## src/rtl/onp_pkg.sv

```systemverilog
// Shared definitions for the infix-to-RPN converter: character codes,
// controller states and the operator helper functions.
package onp_pkg;

    localparam logic [7:0] CH_LPAR   = 8'h28;
    localparam logic [7:0] CH_RPAR   = 8'h29;
    localparam logic [7:0] CH_MUL    = 8'h2A;
    localparam logic [7:0] CH_ADD    = 8'h2B;
    localparam logic [7:0] CH_SUB    = 8'h2D;
    localparam logic [7:0] CH_DIV    = 8'h2F;
    localparam logic [7:0] CH_EQ     = 8'h3D;
    localparam logic [7:0] CH_SPACE  = 8'h20;
    localparam logic [7:0] CH_DIG_LO = 8'h30;
    localparam logic [7:0] CH_DIG_HI = 8'h39;

    typedef enum logic [2:0] {
        IDLE,
        TERM,
        POP,
        PUSH,
        FLUSH,
        ERR,
        ERR_END
    } state_t;

    // Binding strength; '(' gets 0 so it never yields to an incoming operator.
    function automatic logic [1:0] prec(input logic [7:0] ch);
        logic [1:0] p;
        p = 2'd0;
        if (ch == CH_ADD || ch == CH_SUB) p = 2'd1;
        if (ch == CH_MUL || ch == CH_DIV) p = 2'd2;
        return p;
    endfunction

    function automatic logic is_digit(input logic [7:0] ch);
        return (ch >= CH_DIG_LO) && (ch <= CH_DIG_HI);
    endfunction

    function automatic logic is_op(input logic [7:0] ch);
        return (ch == CH_ADD) || (ch == CH_SUB) || (ch == CH_MUL) || (ch == CH_DIV);
    endfunction

    // State that handles a non-digit, non-space character once any open number is closed.
    function automatic state_t dispatch(input logic [7:0] ch);
        state_t s;
        s = ERR;
        if (is_op(ch) || ch == CH_RPAR) s = POP;
        if (ch == CH_LPAR)              s = PUSH;
        if (ch == CH_EQ)                s = FLUSH;
        return s;
    endfunction

endpackage

```

## src/rtl/onp_shunt_stack.sv

```systemverilog
// Operator stack: synchronous LIFO with a combinational view of the top entry.
module op_stack #(
    parameter int DEPTH = 8
) (
    input  logic       clk,
    input  logic       srst,
    input  logic       clr,
    input  logic       push,
    input  logic       pop,
    input  logic [7:0] din,
    output logic [7:0] top,
    output logic       empty,
    output logic       full
);
    localparam int CW = $clog2(DEPTH + 1);

    // Sized to a power of two so the count can index it directly.
    logic [7:0]    mem [0:(1 << CW) - 1];
    logic [CW-1:0] count_reg;

    assign empty = (count_reg == '0);
    assign full  = (count_reg == CW'(DEPTH));
    assign top   = empty ? 8'h00 : mem[count_reg - CW'(1)];

    // Occupancy count; guards make overflow and underflow impossible.
    always_ff @(posedge clk) begin
        if (srst || clr) begin
            count_reg <= '0;
        end else if (push && !full) begin
            count_reg <= count_reg + CW'(1);
        end else if (pop && !empty) begin
            count_reg <= count_reg - CW'(1);
        end
    end

    // Entry storage, written at the current count on push.
    always_ff @(posedge clk) begin
        if (push && !full) begin
            mem[count_reg] <= din;
        end
    end

endmodule

```

## src/rtl/onp_shunt.sv

```systemverilog
// Streaming shunting-yard converter: ASCII infix in, space-separated RPN out,
// STB/ACK handshakes on both sides, error recovery up to the next '='.
module onp_shunt
    import onp_pkg::*;
#(
    parameter int         DEPTH    = 8,
    parameter logic [7:0] SEP_CHAR = 8'h20,
    parameter logic [7:0] ERR_CHAR = 8'h21
) (
    input  logic       CLK,
    input  logic       RST,
    input  logic       IN_STB,
    input  logic [7:0] IN_CHAR,
    output logic       IN_ACK,
    output logic       OUT_STB,
    output logic [7:0] OUT_CHAR,
    input  logic       OUT_ACK
);
    state_t     state_reg, state_next;
    logic [7:0] cur_reg, cur_next;           // character being processed
    logic       ack_reg, ack_next;           // IN_ACK pulse; cur_reg is decoded in this cycle
    logic       num_open_reg, num_open_next; // an operand is being emitted
    logic       sub_reg, sub_next;           // second half of a two-character emission
    logic       out_stb_reg, out_stb_next;
    logic [7:0] out_char_reg, out_char_next;

    logic       out_free;
    logic       push, pop, clr;
    logic [7:0] top;
    logic       empty, full;

    op_stack #(.DEPTH(DEPTH)) u_stack (
        .clk   (CLK),
        .srst  (RST),
        .clr   (clr),
        .push  (push),
        .pop   (pop),
        .din   (cur_reg),
        .top   (top),
        .empty (empty),
        .full  (full)
    );

    // The output register can take a new character if empty or draining this cycle.
    assign out_free = !out_stb_reg || OUT_ACK;

    assign IN_ACK   = ack_reg;
    assign OUT_STB  = out_stb_reg;
    assign OUT_CHAR = out_char_reg;

    // Register all controller state.
    always_ff @(posedge CLK) begin
        if (RST) begin
            state_reg    <= IDLE;
            cur_reg      <= 8'h00;
            ack_reg      <= 1'b0;
            num_open_reg <= 1'b0;
            sub_reg      <= 1'b0;
            out_stb_reg  <= 1'b0;
            out_char_reg <= 8'h00;
        end else begin
            state_reg    <= state_next;
            cur_reg      <= cur_next;
            ack_reg      <= ack_next;
            num_open_reg <= num_open_next;
            sub_reg      <= sub_next;
            out_stb_reg  <= out_stb_next;
            out_char_reg <= out_char_next;
        end
    end

    // Next-state, stack control and output-register loading.
    always_comb begin
        state_next    = state_reg;
        cur_next      = cur_reg;
        ack_next      = 1'b0;
        num_open_next = num_open_reg;
        sub_next      = sub_reg;
        out_stb_next  = out_stb_reg && !OUT_ACK;
        out_char_next = out_char_reg;
        push          = 1'b0;
        pop           = 1'b0;
        clr           = 1'b0;

        case (state_reg)
            IDLE: begin
                if (ack_reg) begin
                    // Output register is known free here: nothing loads it on a capture edge.
                    if (cur_reg == CH_SPACE) begin
                        state_next = IDLE;
                    end else if (is_digit(cur_reg)) begin
                        out_stb_next  = 1'b1;
                        out_char_next = cur_reg;
                        num_open_next = 1'b1;
                    end else if (num_open_reg) begin
                        state_next = TERM;
                    end else begin
                        state_next = dispatch(cur_reg);
                    end
                end else if (IN_STB && out_free) begin
                    cur_next = IN_CHAR;
                    ack_next = 1'b1;
                end
            end

            TERM: begin
                if (out_free) begin
                    out_stb_next  = 1'b1;
                    out_char_next = SEP_CHAR;
                    num_open_next = 1'b0;
                    state_next    = dispatch(cur_reg);
                end
            end

            POP: begin
                if (sub_reg) begin
                    if (out_free) begin
                        out_stb_next  = 1'b1;
                        out_char_next = SEP_CHAR;
                        sub_next      = 1'b0;
                    end
                end else if (cur_reg == CH_RPAR) begin
                    if (empty) begin
                        state_next = ERR;
                    end else if (top == CH_LPAR) begin
                        pop        = 1'b1;
                        state_next = IDLE;
                    end else if (out_free) begin
                        out_stb_next  = 1'b1;
                        out_char_next = top;
                        pop           = 1'b1;
                        sub_next      = 1'b1;
                    end
                end else if (!empty && (prec(top) >= prec(cur_reg))) begin
                    if (out_free) begin
                        out_stb_next  = 1'b1;
                        out_char_next = top;
                        pop           = 1'b1;
                        sub_next      = 1'b1;
                    end
                end else begin
                    state_next = PUSH;
                end
            end

            PUSH: begin
                if (full) begin
                    state_next = ERR;
                end else begin
                    push       = 1'b1;
                    state_next = IDLE;
                end
            end

            FLUSH: begin
                if (sub_reg) begin
                    if (out_free) begin
                        out_stb_next  = 1'b1;
                        out_char_next = SEP_CHAR;
                        sub_next      = 1'b0;
                    end
                end else if (empty) begin
                    if (out_free) begin
                        out_stb_next  = 1'b1;
                        out_char_next = CH_EQ;
                        clr           = 1'b1;
                        state_next    = IDLE;
                    end
                end else if (top == CH_LPAR) begin
                    // '=' is already consumed, so skip the discard phase.
                    state_next = ERR_END;
                end else if (out_free) begin
                    out_stb_next  = 1'b1;
                    out_char_next = top;
                    pop           = 1'b1;
                    sub_next      = 1'b1;
                end
            end

            ERR: begin
                if (ack_reg) begin
                    if (cur_reg == CH_EQ) state_next = ERR_END;
                end else if (IN_STB) begin
                    cur_next = IN_CHAR;
                    ack_next = 1'b1;
                end
            end

            ERR_END: begin
                if (out_free) begin
                    out_stb_next = 1'b1;
                    if (!sub_reg) begin
                        out_char_next = ERR_CHAR;
                        sub_next      = 1'b1;
                    end else begin
                        out_char_next = CH_EQ;
                        sub_next      = 1'b0;
                        clr           = 1'b1;
                        num_open_next = 1'b0;
                        state_next    = IDLE;
                    end
                end
            end

            default: state_next = IDLE;
        endcase
    end

endmodule
```

## config.mk

```make
export PLATFORM = sky130hd
export DESIGN_NAME = onp_shunt
export DESIGN_NICKNAME = d
export VERILOG_FILES = /design/src/rtl/onp_pkg.sv /design/src/rtl/onp_shunt_stack.sv /design/src/rtl/onp_shunt.sv
export SDC_FILE = /design/constraint.sdc
export NUM_CORES = 1
export LEC_CHECK = 0
export BUFFER_PORTS_ARGS = -buffer_cell sky130_fd_sc_hd__buf_2
export CAP_MARGIN = 15
export CELL_PAD_IN_SITES_DETAIL_PLACEMENT = 1
export CELL_PAD_IN_SITES_GLOBAL_PLACEMENT = 2
export CORE_MARGIN = 5
export CORE_UTILIZATION = 45
export CTS_BUF_LIST = sky130_fd_sc_hd__clkbuf_4 sky130_fd_sc_hd__clkbuf_8
export DETAILED_ROUTE_END_ITERATION = 7
export GPL_ROUTABILITY_DRIVEN = 0
export GPL_TIMING_DRIVEN = 0
export PLACE_DENSITY_LB_ADDON = 0.1
export RECOVER_POWER = 25
export SLEW_MARGIN = 40
export SYNTH_ARGS = -nofsm -noshare
export SYNTH_HDL_FRONTEND = slang
export SYNTH_HIERARCHICAL = 1
export SYNTH_SLANG_ARGS = --single-unit
```

## constraint.sdc

```tcl
create_clock -name CLK -period 6.4 [get_ports CLK]
set_clock_uncertainty 0.1 [all_clocks]
set_input_delay 0.32 -clock CLK [delete_from_list [all_inputs] [get_ports CLK]]
set_output_delay 0.32 -clock CLK [all_outputs]
set_load 0.02 [all_outputs]
```

Word-level counts from Yosys, hierarchy flattened. Memory sizes are Yosys's and may differ from the RTL's. Index checks and enable logic that the tools add are counted.

$add $sub $neg: 2. Magnitude comparators: 3. Equality and inequality tests: 42. Multiplexer cells: 107. Reduce and logical (&&, ||, !) cells: 32.

Operators by type and width (count): $mux W8 (19); $eq A8 B6 Y1 const B (13); $mux W3 (22); $mux W1 (46); $pmux W8 S5 (1); $ne A2 B2 Y1 const B (14); $pmux W3 S7 (1); $mux W2 (8); $pmux W8 S2 (1); $reduce_and A13 Y1 (1); $ne A4 B4 Y1 const B (3); $eq A3 B3 Y1 const B (3); $logic_or A1 B1 Y1 (9); $ne A3 B3 Y1 const B (3); $ge A8 B6 Y1 const B (1); $le A8 B6 Y1 const B (1); $mux W4 (2); $reduce_and A8 Y1 (1); $reduce_and A7 Y1 (1); $eq A3 B2 Y1 const B (2); $logic_and A1 B1 Y1 (6); $pmux W1 S2 (3); $pmux W1 S3 (2); $reduce_bool A3 Y1 (2); other kinds (17) (21).

Flip-flop bits (word level): 27. Memory bits (writable): 128. Output and inout bits: 10. Memories: 1.

Memory list: u_stack.mem (depth 16, width 8, rd ports 1, clocked after memory_dff 0, wr ports 1, RTL line onp_shunt_stack.sv:18) `logic [7:0] mem [0:(1 << CW) - 1];`.

Logic depth before layout (Yosys ltp). An unclocked memory read counts as a cell.

Depth in word-level cells: 19. Mapped depth: 23. Gate-level depth less buffers: 19.

By module. The synthesis kept the hierarchy.

By module, submodules not included: op_stack (instances 1, cells each 358, area an instance 5413.9 um2, sequential area each 3923.8 um2); onp_shunt (instances 1, cells each 250, area an instance 1829.3 um2, sequential area each 460.4 um2).

Least setup slack after synthesis. OpenSTA, ideal clock, no wires.

Kind: register to register. From: register u_stack.count_reg[0]. To: register u_stack.count_reg[3]. Arrival: 4.244 ns. Slack: 1.953 ns. Cell stages (with the launch flop): 23. Buffers on the path: 4. Clock period less this slack: 4.447 ns. Cell sequence: dfxtp_1 buf_4 buf_4 inv_1 ha_1 clkbuf_1 mux4_2 nand2_1 a21oi_1 a41o_1 nor2b_1 and3_1 nand3_1 ha_1 nand2b_1 a21oi_1 a21oi_1 o21bai_1 a21oi_1 clkbuf_1 nand2_1 o311a_1 a2111oi_2.

Longest elaborated chain between the ends: 18.

RTL lines: from (decl) (RTL line onp_shunt_stack.sv:19) `logic [CW-1:0] count_reg;`; from (signal assigned) (RTL line onp_shunt_stack.sv:30) `count_reg <= count_reg + CW'(1);`; from (signal assigned) (RTL line onp_shunt_stack.sv:32) `count_reg <= count_reg - CW'(1);`; $sub A4 B1 Y4 (RTL line onp_shunt_stack.sv:23) `assign top = empty ? 8'h00 : mem[count_reg - CW'(1)];`; $mem_v2 Z16 W8; $mux W8 (*) (RTL line onp_shunt_stack.sv:23); net top[4] (RTL line onp_shunt.sv:29) `logic [7:0] top;`; $eq A8 B6 Y1 (RTL line onp_pkg.sv:30) `if (ch == CH_ADD || ch == CH_SUB) p = 2'd1;`; $logic_or A1 B1 Y1 (RTL line onp_pkg.sv:30); $mux W1 (RTL line onp_pkg.sv:30); $mux W2 (RTL line onp_pkg.sv:31) `if (ch == CH_MUL || ch == CH_DIV) p = 2'd2;`; [4 not listed]; $logic_and A1 B1 Y1 (RTL line onp_shunt.sv:134) `end else if (!empty && (prec(top) >= prec(cur_reg))) begin`; $mux W1 (RTL line onp_shunt.sv:134); $mux W1 (RTL line onp_shunt.sv:122) `end else if (cur_reg == CH_RPAR) begin`; $mux W1 (RTL line onp_shunt.sv:116) `if (sub_reg) begin`; $pmux W1 S2 (*) (RTL line onp_shunt.sv:85) `case (state_reg)`; net pop (RTL line onp_shunt.sv:28) `logic push, pop, clr;`; $logic_and A1 B1 Y1 (*) (RTL line onp_shunt_stack.sv:31) `end else if (pop && !empty) begin`; $reduce_bool A2 Y1 (no line) (*).

Mark *: on every way through the listed nets, which the timed path passes. The rest lies on a longest branch. The select of a mux whose other input is x is not followed. A chain may end at the register's enable or synchronous reset.

Worst setup path in the final report. Same ends and word-level chain as after synthesis.

==> flow_metrics.py <==
metrics = {
    "cts": {
        "clockBufferDepth": 2,
        "insertion_delay_ps": 460,
        "clk_pin_slew_ps": 90,
        "clock_sinks": 155,
        "clockRootBuffer": "clkbuf_8",
        "cts_resized": 0,
        "cts_made_buffers": 17,
        "cts.htree.levels": 4,
        "cts_tree": "yes",
    },
    "power_and_ir_drop": {
        "max-vdd-ir-drop_v": 0.000200,
        "leakage_uw": 0.00289,
        "power_density_nw_per_um2": 317,
    },
    "min_path": {
        "hold_depth": 2,
        "hold_path_class": "input port to register",
    },
    "routing": {
        "vias": 5188,
        "ant_nets": 0,
        "viasPerCell": 5.82,
        "drtIter0Drc": 339,
        "wl_per_cell_um": 22.9,
        "route.detailed.drc": 0,
        "wl_um": 20400,
        "first_pass_iters": 5,
    },
    "global_routing": {
        "grt_max_degree": 26,
        "grt_pass1_vias": 5558,
        "grt_usage_pct": 23.5,
        "grt_first_pass_wirelength_um": 32300,
        "antenna_found_initial": 0,
        "grt-ovfl-total": 0,
    },
    "worst_setup_path": {
        "crit_fanout": 10,
        "critPathKind": "register to register",
        "arrival_ps": 6030,
        "critical_path_required_ps": 6650,
        "rrSetupSlack_ps": 620,
        "endpoint_kind": "register",
        "reg2reg_depth": 21,
        "start_kind": "register",
    },
    "logic_synthesis": {
        "synthDominantCellAreaShare_pct": 53.1,
        "synth.distinct_cells": 68,
        "ys_ff_latch": 155,
        "synth_compound_area_share_pct": 11.4,
        "synth_xor_area_share_pct": 0.846,
        "synth_top_family_by_area": "simple AND/OR/NAND/NOR gates",
        "synth_edf_count": 128,
        "ys.flop_type": "edfxtp_1",
        "synth_top_cells_by_area": "edfxtp_1 53%, dfxtp_1 7.5%, mux4_2 5.6%",
        "synth-simple-area-share_pct": 16.2,
        "synth_seq_area_share_pct": 60.5,
        "synth_fa_ha_area_share_pct": 1.04,
        "syn_area_um2": 7240,
        "syn_inst": 608,
        "muxShareOfSynthArea_pct": 7.31,
        "ys.warnings.count": 6,
        "async_flop_share_pct": 0,
        "yosys.area.top_type": "edfxtp_1",
        "avgSynthCellArea_um2": 11.9,
    },
    "sta": {
        "fin_setup_tns_ps": 0,
        "max_freq_mhz": 173,
        "worstMarginPinSlew_ps": 966,
        "setup_viol": 0,
        "fin_crit_ps": 5780,
        "slew_violations": 0,
        "maxSlewHeadroom_pct": 35.5,
        "worst_slack_ps": 623,
        "hold_viol": 0,
        "rsz0062_at_grt": "false",
        "period_share_pct": 90.3,
    },
    "die": {
        "die_w_um": 137,
        "rows": 46,
        "core_area_um2": 15800,
        "io_pins": 22,
        "initial_core_util_pct": 45.8,
        "dieArea_um2": 18700,
        "die_h_um": 137,
    },
    "cells_and_area": {
        "antennaDiodeCount": 0,
        "drive_above_1_share_pct": 15.4,
        "layout_common_cells": "128 x edfxtp_1, 94 x nand2_1, 52 x nor2_1",
        "final_common_cell": "edfxtp_1",
        "fin_nets": 681,
        "syn2layout_area_growth_pct": 13.0,
        "postLayoutCoreUtil_pct": 51.7,
        "largest_reg_flops": 128,
    },
    "run": {
        "timing.max_cap.violations": 0,
    },
    "placement": {
        "pre_cts_ws_ps": 734,
        "post-dp-hpwl_um": 14100,
        "io_buffers": 21,
    },
    "status": {
        "status": "complete, no violations",
    },
}
[logic make-up after synthesis]
group,count (synthesis)
xor gates and xnor gates,7
and+or+nand+nor,250
buffers and inverters,44
AOI/OAI and AO/OA,115
adders and majority gates,6
DFF,155
muxes,30
other,1
[path summary, 6_finish.rpt]
kind / startpoint / to
max reg2reg: u_stack/count_reg[0] / u_stack/count_reg[3]
min: RST / u_stack/count_reg[3]
min reg2reg: OUT_CHAR[2] / OUT_CHAR[2]
max: u_stack/count_reg[0] / u_stack/count_reg[3]
[power by group]
group,switching (uW),internal (uW)
clock,406,403
sequential,94.5,1180
combinational,335,178
total,835,1760
[metal layers]
metal | global-route usage (%) | up-vias | part of all wire [%]
li1 | - | 2407 | -
met1 | 30.3 | 2634 | 44
met2 | 39.2 | 112 | 50
met3 | 5.26 | 35 | 3.9
met4 | 8.20 | 0 | 2.3
met5 | 0 | - | 0
[through the flow]
step	hold slack [ps]	cell area (um2)	total power, uW	cells
floorplan	289	7270	1610	615
global placement	363	7640	1790	852
detailed placement	377	7660	1800	852
CTS	131	8170	2610	892
global route	138	8180	2720	892
finish	168	8180	2590	892
[what timing repair did]
action,in CTS,in global routing
hold buffers,8,0
buffers inserted,0,0
endpoints found under the setup margin,0,0
endpoints found under the hold margin,8,0
[critical path, cell delays in order (launching register included)]
cell and delay (ps):
dfxtp_1 370, buf_4 230, buf_4 250, inv_1 130, ha_1 470, clkbuf_1 560
nor2b_1 520, a31oi_1 220, a41o_1 370, nor2b_1 220, and3_1 200, nand3_1 80
ha_1 310, nand2b_1 100, a21oi_1 60, a21oi_1 140, o21bai_1 90, a21oi_1 150
clkbuf_1 310, nand2_1 120, o311a_1 320, a2111oi_2 350
[synthesized netlist by cell type (3+ instances only)]
master and n:
a211oi_1 5, a21oi_1 28, a311oi_1 4, a31oi_1 11, a41o_1 8, and2_1 4, and3_1 9, buf_2 8
buf_4 3, clkbuf_1 21, dfxtp_1 27, edfxtp_1 128, ha_1 6, inv_1 11, mux2_2 3, mux2i_1 9
mux4_2 18, nand2_1 94, nand2b_1 12, nand3_1 26, nand4_1 6, nor2_1 56, nor2b_1 8, nor3_1 12
nor3b_1 4, o21ai_0 15, o21ai_1 3, o21bai_1 3, o221ai_1 4, o31a_1 3, o32ai_1 3, or2_2 3
or4_1 3, xnor2_1 5
[final cells by class]
cell class              instances  area, um2
fillers                      1694       7640
flip-flops and latches        155       4390
multi-input cells             416       2720
well taps                     216        270
clock buffers                  17        234
clock inverters                15        201
repair buffers                 29        185
plain buffers                  33        145
inverters                      11       41.3
No activity file was read; power rests on OpenSTA's default activity.
